[src/rtl/core_pkg.sv]
// Shared core definitions: data width, NOP encoding, reset PC and the fetch pair type.
package core_pkg;

    localparam int XLEN = 32;

    // RISC-V canonical NOP (addi x0, x0, 0)
    localparam logic [XLEN-1:0] INST_NOP           = 32'h0000_0013;
    localparam logic [XLEN-1:0] RESET_ADDR_DEFAULT = 32'h0000_0000;

    typedef struct packed {
        logic [XLEN-1:0] addr;
        logic [XLEN-1:0] inst;
    } fetch_pair_t;

endpackage

[src/rtl/if_sync_fifo.sv]
// Small synchronous FIFO with flush; used for the pending-address FIFO and the fetched-instruction queue.
module if_sync_fifo #(
    parameter int WIDTH = 32,
    parameter int DEPTH = 2
) (
    input  logic                         clk,
    input  logic                         rst,
    input  logic                         push_i,
    input  logic [WIDTH-1:0]             push_data_i,
    input  logic                         pop_i,
    input  logic                         flush_i,
    output logic [WIDTH-1:0]             head_o,
    output logic [$clog2(DEPTH+1)-1:0]   count_o
);

    localparam int AW = $clog2(DEPTH);
    localparam int CW = $clog2(DEPTH + 1);

    logic [WIDTH-1:0] mem_q [DEPTH];
    logic [WIDTH-1:0] mem_d [DEPTH];
    logic [AW-1:0]    wr_ptr_q, wr_ptr_d;
    logic [AW-1:0]    rd_ptr_q, rd_ptr_d;
    logic [CW-1:0]    count_q, count_d;
    logic             do_push, do_pop;

    // A push into a full FIFO is accepted only when the head leaves in the same cycle.
    assign do_pop  = pop_i && (count_q != '0);
    assign do_push = push_i && ((count_q != CW'(DEPTH)) || do_pop);

    always_comb begin
        mem_d    = mem_q;
        wr_ptr_d = wr_ptr_q;
        rd_ptr_d = rd_ptr_q;
        count_d  = count_q;
        if (flush_i) begin
            wr_ptr_d = '0;
            rd_ptr_d = '0;
            count_d  = '0;
        end else begin
            if (do_push) begin
                mem_d[wr_ptr_q] = push_data_i;
                wr_ptr_d        = wr_ptr_q + 1'b1;
            end
            if (do_pop) begin
                rd_ptr_d = rd_ptr_q + 1'b1;
            end
            count_d = count_q + CW'(do_push) - CW'(do_pop);
        end
    end

    always_ff @(posedge clk or negedge rst) begin
        if (!rst) begin
            mem_q    <= '{default: '0};
            wr_ptr_q <= '0;
            rd_ptr_q <= '0;
            count_q  <= '0;
        end else begin
            mem_q    <= mem_d;
            wr_ptr_q <= wr_ptr_d;
            rd_ptr_q <= rd_ptr_d;
            count_q  <= count_d;
        end
    end

    assign head_o  = mem_q[rd_ptr_q];
    assign count_o = count_q;

endmodule

[src/rtl/if_fetch_unit.sv]
// Instruction-fetch front end: owns the PC, issues pipelined imem requests and pairs
// returned words with their addresses for the IF/ID register.
module if_fetch_unit
    import core_pkg::*;
#(
    parameter logic [XLEN-1:0] RESET_ADDR = RESET_ADDR_DEFAULT,
    parameter int              DEPTH      = 2
) (
    input  logic            clk,
    input  logic            rst,
    input  logic            jump_flag_i,
    input  logic [XLEN-1:0] jump_addr_i,
    input  logic            hold_flag_i,
    output logic            imem_req_o,
    output logic [XLEN-1:0] imem_addr_o,
    input  logic            imem_gnt_i,
    input  logic            imem_rvalid_i,
    input  logic [XLEN-1:0] imem_rdata_i,
    output logic [XLEN-1:0] inst_o,
    output logic [XLEN-1:0] inst_addr_o,
    output logic            fetch_empty_o
);

    localparam int CW = $clog2(DEPTH + 1);
    localparam int SW = CW + 2;

    logic [XLEN-1:0] pc_q, pc_d;
    logic [CW-1:0]   drop_cnt_q, drop_cnt_d;
    logic [CW-1:0]   out_cnt;
    logic [CW-1:0]   q_cnt;
    logic [XLEN-1:0] pend_addr;
    fetch_pair_t     head;
    logic            q_empty, q_pop, rvalid_live, handshake;
    logic [SW-1:0]   occupancy;
    logic            unused_jump_lsbs;

    assign unused_jump_lsbs = ^jump_addr_i[1:0];

    assign q_empty     = (q_cnt == '0);
    assign q_pop       = !hold_flag_i && !q_empty && !jump_flag_i;
    assign rvalid_live = imem_rvalid_i && (drop_cnt_q == '0) && !jump_flag_i;
    assign occupancy   = SW'(out_cnt) + SW'(drop_cnt_q) + SW'(q_cnt);

    // A head leaving this cycle frees its slot for a new request, so zero-wait memory
    // streams one word per cycle; no request is shown while reset is held.
    assign imem_req_o  = rst && !jump_flag_i && (occupancy < SW'(DEPTH) + SW'(q_pop));
    assign imem_addr_o = pc_q;
    assign handshake   = imem_req_o && imem_gnt_i;

    if_sync_fifo #(
        .WIDTH (XLEN),
        .DEPTH (DEPTH)
    ) u_addr_fifo (
        .clk         (clk),
        .rst         (rst),
        .push_i      (handshake),
        .push_data_i (pc_q),
        .pop_i       (rvalid_live),
        .flush_i     (jump_flag_i),
        .head_o      (pend_addr),
        .count_o     (out_cnt)
    );

    if_sync_fifo #(
        .WIDTH ($bits(fetch_pair_t)),
        .DEPTH (DEPTH)
    ) u_inst_queue (
        .clk         (clk),
        .rst         (rst),
        .push_i      (rvalid_live),
        .push_data_i ({pend_addr, imem_rdata_i}),
        .pop_i       (q_pop),
        .flush_i     (jump_flag_i),
        .head_o      (head),
        .count_o     (q_cnt)
    );

    always_comb begin
        pc_d       = pc_q;
        drop_cnt_d = drop_cnt_q;
        if (jump_flag_i) begin
            pc_d       = {jump_addr_i[XLEN-1:2], 2'b00};
            // Responses still in flight return in order ahead of the target's, so they are squashed.
            drop_cnt_d = drop_cnt_q + out_cnt - CW'(imem_rvalid_i);
        end else begin
            if (handshake) begin
                pc_d = pc_q + 32'd4;
            end
            if (imem_rvalid_i && (drop_cnt_q != '0)) begin
                drop_cnt_d = drop_cnt_q - 1'b1;
            end
        end
    end

    always_ff @(posedge clk or negedge rst) begin
        if (!rst) begin
            pc_q       <= RESET_ADDR;
            drop_cnt_q <= '0;
        end else begin
            pc_q       <= pc_d;
            drop_cnt_q <= drop_cnt_d;
        end
    end

    assign fetch_empty_o = q_empty || jump_flag_i;
    assign inst_o        = fetch_empty_o ? INST_NOP : head.inst;
    assign inst_addr_o   = fetch_empty_o ? '0 : head.addr;

endmodule
[config.mk]
export PLATFORM = sky130hd
export DESIGN_NAME = if_fetch_unit
export DESIGN_NICKNAME = d
export VERILOG_FILES = /design/src/rtl/core_pkg.sv /design/src/rtl/if_sync_fifo.sv /design/src/rtl/if_fetch_unit.sv
export SDC_FILE = /design/constraint.sdc
export NUM_CORES = 1
export LEC_CHECK = 0
export CAP_MARGIN = 10
export CORE_ASPECT_RATIO = 0.75
export CORE_MARGIN = 2
export CORE_UTILIZATION = 58
export DETAILED_ROUTE_END_ITERATION = 8
export PLACE_DENSITY = 0.83
export REMOVE_ABC_BUFFERS = 1
export SYNTH_ARGS = -nofsm -noshare
export SYNTH_HDL_FRONTEND = slang
export SYNTH_SLANG_ARGS = --single-unit
[constraint.sdc]
create_clock -name clk -period 4.3 [get_ports clk]
set_clock_uncertainty 0.15 [all_clocks]
set_input_delay 0.645 -clock clk [delete_from_list [all_inputs] [get_ports clk]]
set_output_delay 0.645 -clock clk [all_outputs]
set_load 0.05 [all_outputs]
Word level (Yosys, flattened, before mapping)
Cells that the tools add are included.
{"block": "classes", "addsub": 15, "magnitude_cmp": 7, "n_eq_ne": 2, "mux": 28, "bitwise": 5, "n_reduce_logical": 33}
{"operator": "$mux 32", "n": 8}
{"operator": "$mux 64", "n": 4}
{"operator": "$bwmux 128", "n": 1}
{"operator": "$bwmux 64", "n": 1}
{"operator": "$demux 64 s1", "n": 1}
{"operator": "$add 32x3->32 const B", "n": 1}
{"operator": "$demux 32 s1", "n": 1}
{"operator": "$reduce_bool 2->1", "n": 9}
{"operator": "$logic_and 1x1->1", "n": 14}
{"operator": "$ge 2x2->1 const B", "n": 4}
{"operator": "$mux 1", "n": 8}
{"operator": "$mux 2", "n": 4}
{"operator": "$not 1->2", "n": 4}
{"operator": "$sub 2x1->2", "n": 3}
{"operator": "$add 1x1->1 const B", "n": 4}
{"operator": "$add 2x1->2", "n": 2}
{"operator": "$add 3x2->4", "n": 1}
{"operator": "$logic_not 2->1", "n": 2}
{"operator": "$lt 2x1->1 const B", "n": 2}
{"operator": "$lt 4x3->1", "n": 1}
{"operator": "$ne 2x2->1 const B", "n": 2}
{"operator": "$reduce_and 2->1", "n": 2}
{"operator": "$add 2x1->3 const A", "n": 1}
{"operator": "$add 2x2->3", "n": 1}
{"operator": "5 further kinds", "n": 9}
{"block": "word_totals", "register_bits": 234, "in_bits": 70, "out_inout_bits": 98}

Depth between registers and ports, before layout
{"block": "depth", "depth_word": 12, "mapped_depth": 10, "depth_no_buf": 10}

Modules after synthesis
Synthesis repeated with hierarchy kept, for this count alone.
{"block": "hier_totals", "cells_unflattened": 865, "area_unflattened_um2": 11621.1}
{"module": "if_sync_fifo (u_inst_queue)", "instances": 1, "cells_per_inst": 363, "area_each_um2": 5969.5}
{"module": "if_sync_fifo (u_addr_fifo)", "instances": 1, "cells_per_inst": 193, "area_each_um2": 3096.7}
{"module": "if_fetch_unit", "instances": 1, "cells_per_inst": 309, "area_each_um2": 2555.0}

Least setup slack after synthesis
Ideal clock, no wire load.
{"block": "synth_path", "path_kind": "input port to output port", "from": "input jump_flag_i", "to": "output inst_addr_o[22]", "arrival_ps": 2331, "slack_ps": 1174, "stages": 5, "path_cell_list": "buf_2 -> nor2_1 -> clkinv_1 -> clkbuf_1 -> nor2_1"}
{"block": "synth_via", "elab_chain_cells": 2}
{"item": "start, declared", "line_no": "if_fetch_unit.sv:11", "rtl": "input logic jump_flag_i,"}
{"item": "$logic_or 1x1->1", "line_no": "if_fetch_unit.sv:105", "rtl": "assign fetch_empty_o = q_empty || jump_flag_i;"}
{"item": "named net fetch_empty_o", "line_no": "if_fetch_unit.sv:21", "rtl": "output logic fetch_empty_o"}
{"item": "$mux 32", "line_no": "if_fetch_unit.sv:107", "rtl": "assign inst_addr_o = fetch_empty_o ? '0 : head.addr;"}
{"item": "end, declared", "line_no": "if_fetch_unit.sv:20", "rtl": "output logic [XLEN-1:0] inst_addr_o,"}
The timed path passes the listed nets, and every way through them passes these cells.

Worst setup path after layout
{"block": "layout_path", "from": "register u_inst_queue.rd_ptr_q", "to": "output inst_o[26]"}
{"block": "layout_via", "elab_chain_cells": 5}
{"item": "start, declared", "line_no": "if_sync_fifo.sv:22", "rtl": "logic [AW-1:0] rd_ptr_q, rd_ptr_d;"}
{"item": "start signal, assigned", "line_no": "if_sync_fifo.sv:60", "rtl": "rd_ptr_q <= rd_ptr_d;"}
{"item": "$not 1->2 (implied by the code)", "line_no": "if_sync_fifo.sv:65", "rtl": "assign head_o = mem_q[rd_ptr_q];"}
{"item": "$mux 64 (implied by the code) (3 in series)", "line_no": "if_sync_fifo.sv:65"}
{"item": "$mux 32", "line_no": "if_fetch_unit.sv:106", "rtl": "assign inst_o = fetch_empty_o ? INST_NOP : head.inst;"}
{"item": "end, declared", "line_no": "if_fetch_unit.sv:19", "rtl": "output logic [XLEN-1:0] inst_o,"}
Every way passes these cells. The select of a mux whose other input is x is not followed.

==> impl_metrics.tcl <==
set metrics [dict create \
    drt_iter0_drc 533 \
    critical_path_class "reg2out" \
    rows 42 \
    cp-start-kind "flip-flop" \
    grt_pass1_vias 7234 \
    power_density_nw_per_um2 603 \
    timing.slew.headroom_pct 29.3 \
    cts_tree "done" \
    nets 1135 \
    routed_wirelength_mm 23.5 \
    crit_required_ps 3500 \
    drive_gt1_share_pct 15.0 \
    outcome "finished clean" \
    min_period_ps 3540 \
    cts_resized 0 \
    ys_ff_latch 224 \
    ys_top_cells_by_count "dfrtp_1, nor2_1, mux2i_1, mux2_2, nand2_1" \
    min_path_type "reg2reg" \
    cp.arrival_ps 2750 \
    vias 7383 \
    ir_worst_vdd_mv 0.381 \
    avgRoutedWirePerCell_um 17.9 \
    dpl_cell_area_sq_um 12400 \
    coreArea_sq_um 17800 \
    drc_errors 0 \
    htree_num_levels 1 \
    synth_most_common_cell "dfrtp_1" \
    gr-usage-all-layers_pct 24.4 \
    critPathMaxStageDelay_ps 820 \
    gp_congestion 0.852 \
    antenna_found_initial 0 \
    ios 168 \
    synth_cell_type_count 63 \
    synth_area_leader_cell "dfrtp_1" \
    clock_latency_ps 510 \
    avgSynthCellArea_sq_um 11.5 \
    drt_first_pass_iters 5 \
    tightest_slew_ps 1060 \
    die_h_um 121 \
    netlist.area_leader.share_pct 53.0 \
    syn_area_sq_um 10600 \
    die_w_um 160 \
    power.leakage_nw 5.53 \
    clk_path_buf_depth 3 \
    synthCells 917 \
    ys_warn_count 0 \
    start_util_pct 59.6 \
    ant_nets 0 \
    cts-root-buf "clkbuf_16" \
    setup_viol 0 \
    grt_max_degree 165 \
    grt_first_pass_wirelength_mm 38.1 \
    fillers 1263 \
    final_cell_area_sq_um 13200 \
    crit_chain "buf_4 -> mux2i_1 -> nor2_1 -> clkdlybuf4s50_1" \
    dp_hpwl_mm 15.3 \
    cp-end-kind "output port" \
    fmax_mhz 282 \
    grt-ovfl-total 0 \
    numCtsBuffers 23 \
    synthArstFlopShare_pct 100 \
    ys_seq_area_share_pct 53.0 \
    synth_edf_count 0 \
    setup_tns_ps 0 \
    cap_violations 0 \
    area_delta_synth_final_pct 24.6 \
    path_clk_slew_ps 60 \
    rsz0062_at_grt "no" \
    path_max_fanout 31 \
    synth_area_leaders "dfrtp_1, mux2i_1, mux2_2, mux2_1, nor2_1" \
    ys.flop_type "dfrtp_1" \
    numClockSinks 224 \
    slew_viol_final 0 \
    cpMaxStageDelayCell "clkdlybuf4s50_1" \
    post_drt_via_cell_ratio 5.63 \
    die-area_sq_um 19400 \
    timing.final.crit_share_pct 82.3 \
    diodes 0 \
    hold_viol 0 \
    port_buffers 161 \
]
## worst max-delay path, delay by kind of cell, from the launching register on
| family | cells | cell delay [ps] |
|---|---|---|
| simple gates | 1 | 120 |
| buf+inv | 2 | 1170 |
| flops | 1 | 810 |
| mux | 1 | 100 |
## metrics by stage
step           hold slack (ps)  setup slack (ps)  total power, mW  util [%]  std cells
2_1_floorplan              199               377             5.06         -        853
3_3_place_gp               311               913             5.73      69.5       1269
3_5_place_dp               320               866             5.85      69.5       1269
4_1_cts                    335               762             8.02      74.2       1312
5_1_grt                    344               633             8.41      74.2       1312
6_report                   330               759             7.96      74.2       1312
## path summary, 6_finish.rpt
path	end	slack [ps]	startpoint	depth (start not counted)
max in group asynchronous	u_inst_queue.rd_ptr_q	2200	rst	3
setup reg to reg	u_addr_fifo.mem_q[18]	800	u_addr_fifo.count_o[1]	9
hold / removal	u_inst_queue.mem_q[48]	330	u_inst_queue.mem_q[48]	2
setup / recovery	inst_o[26]	760	u_inst_queue.rd_ptr_q	4
hold reg to reg	u_inst_queue.mem_q[48]	330	u_inst_queue.mem_q[48]	2
min in group asynchronous	u_inst_queue.mem_q[93]	520	rst	2
## cell type report
cell class / instances / area (sq um) / share of cell area [%]
clock inverters: 11 / 168 / 1.27
clock buffers: 31 / 656 / 4.97
inverters: 15 / 56.3 / 0.427
flip-flops and latches: 224 / 5610 / 42.5
well taps: 242 / 303 / 2.30
multi-input cells: 614 / 4600 / 34.9
repair buffers: 175 / 1790 / 13.6
## power breakdown
| group | total, mW | leakage, nW | internal, mW | switching (mW) |
|---|---|---|---|---|
| Clock | 2.13 | 0.406 | 1.32 | 0.812 |
| Sequential | 3.40 | 2.81 | 2.90 | 0.501 |
| Combinational | 2.43 | 2.32 | 1.10 | 1.33 |
## placed cells by master, fill, tap and decap left out, types with 5 or more instances in the layout
master,instances
ha_1,10
clkbuf_8,5
o21ai_0,37
nor2_1,102
nand2_1,59
and4_1,7
nand3_1,8
nand4_1,13
dfrtp_1,222
and3_1,10
clkbuf_16,23
o221a_2,5
mux2i_1,95
o21ai_1,7
buf_12,6
buf_4,8
xnor2_1,16
clkdlybuf4s50_1,158
nor4_1,6
inv_1,13
mux2_1,45
a21oi_1,42
mux2_2,80
nor3_1,6
## state kept, by name (all words and copies together), names as in the netlist
| name | cells |
|---|---|
| u_inst_queue.rd_ptr_q | 1 |
| imem_addr_o | 30 |
| u_inst_queue.wr_ptr_q | 1 |
| u_addr_fifo.mem_q | 60 |
| u_addr_fifo.rd_ptr_q | 1 |
| u_inst_queue.count_o | 2 |
| u_inst_queue.mem_q | 124 |
| drop_cnt_q | 2 |
| u_addr_fifo.wr_ptr_q | 1 |
| u_addr_fifo.count_o | 2 |
## kinds of logic (layout without fill, tap and decap cells)
logic type	after synthesis	after routing	synth area share [%]
xor gates and xnor gates	20	20	1.65
AOI/OAI and AO/OA	117	117	6.63
adders and majority gates	12	12	1.56
and+or+nand+nor	241	241	11.1
muxes	220	220	22.3
DFF	224	224	53.0
other	1	4	0.0354
buffers and inverters	82	232	3.76
## routing by layer
layer	routed length [um]	GRT usage, %
met1	11100	35.7
met3	1260	4.10
met5	0	0
met2	10800	39.3
met4	405	4.95
## timing repair
item	4_1_cts	5_1_grt
hold buffers	1	0
buffers inserted	0	0
endpoints found under the hold margin	60	0
endpoints found under the setup margin	0	0
No activity file was read; power rests on OpenSTA's default activity.
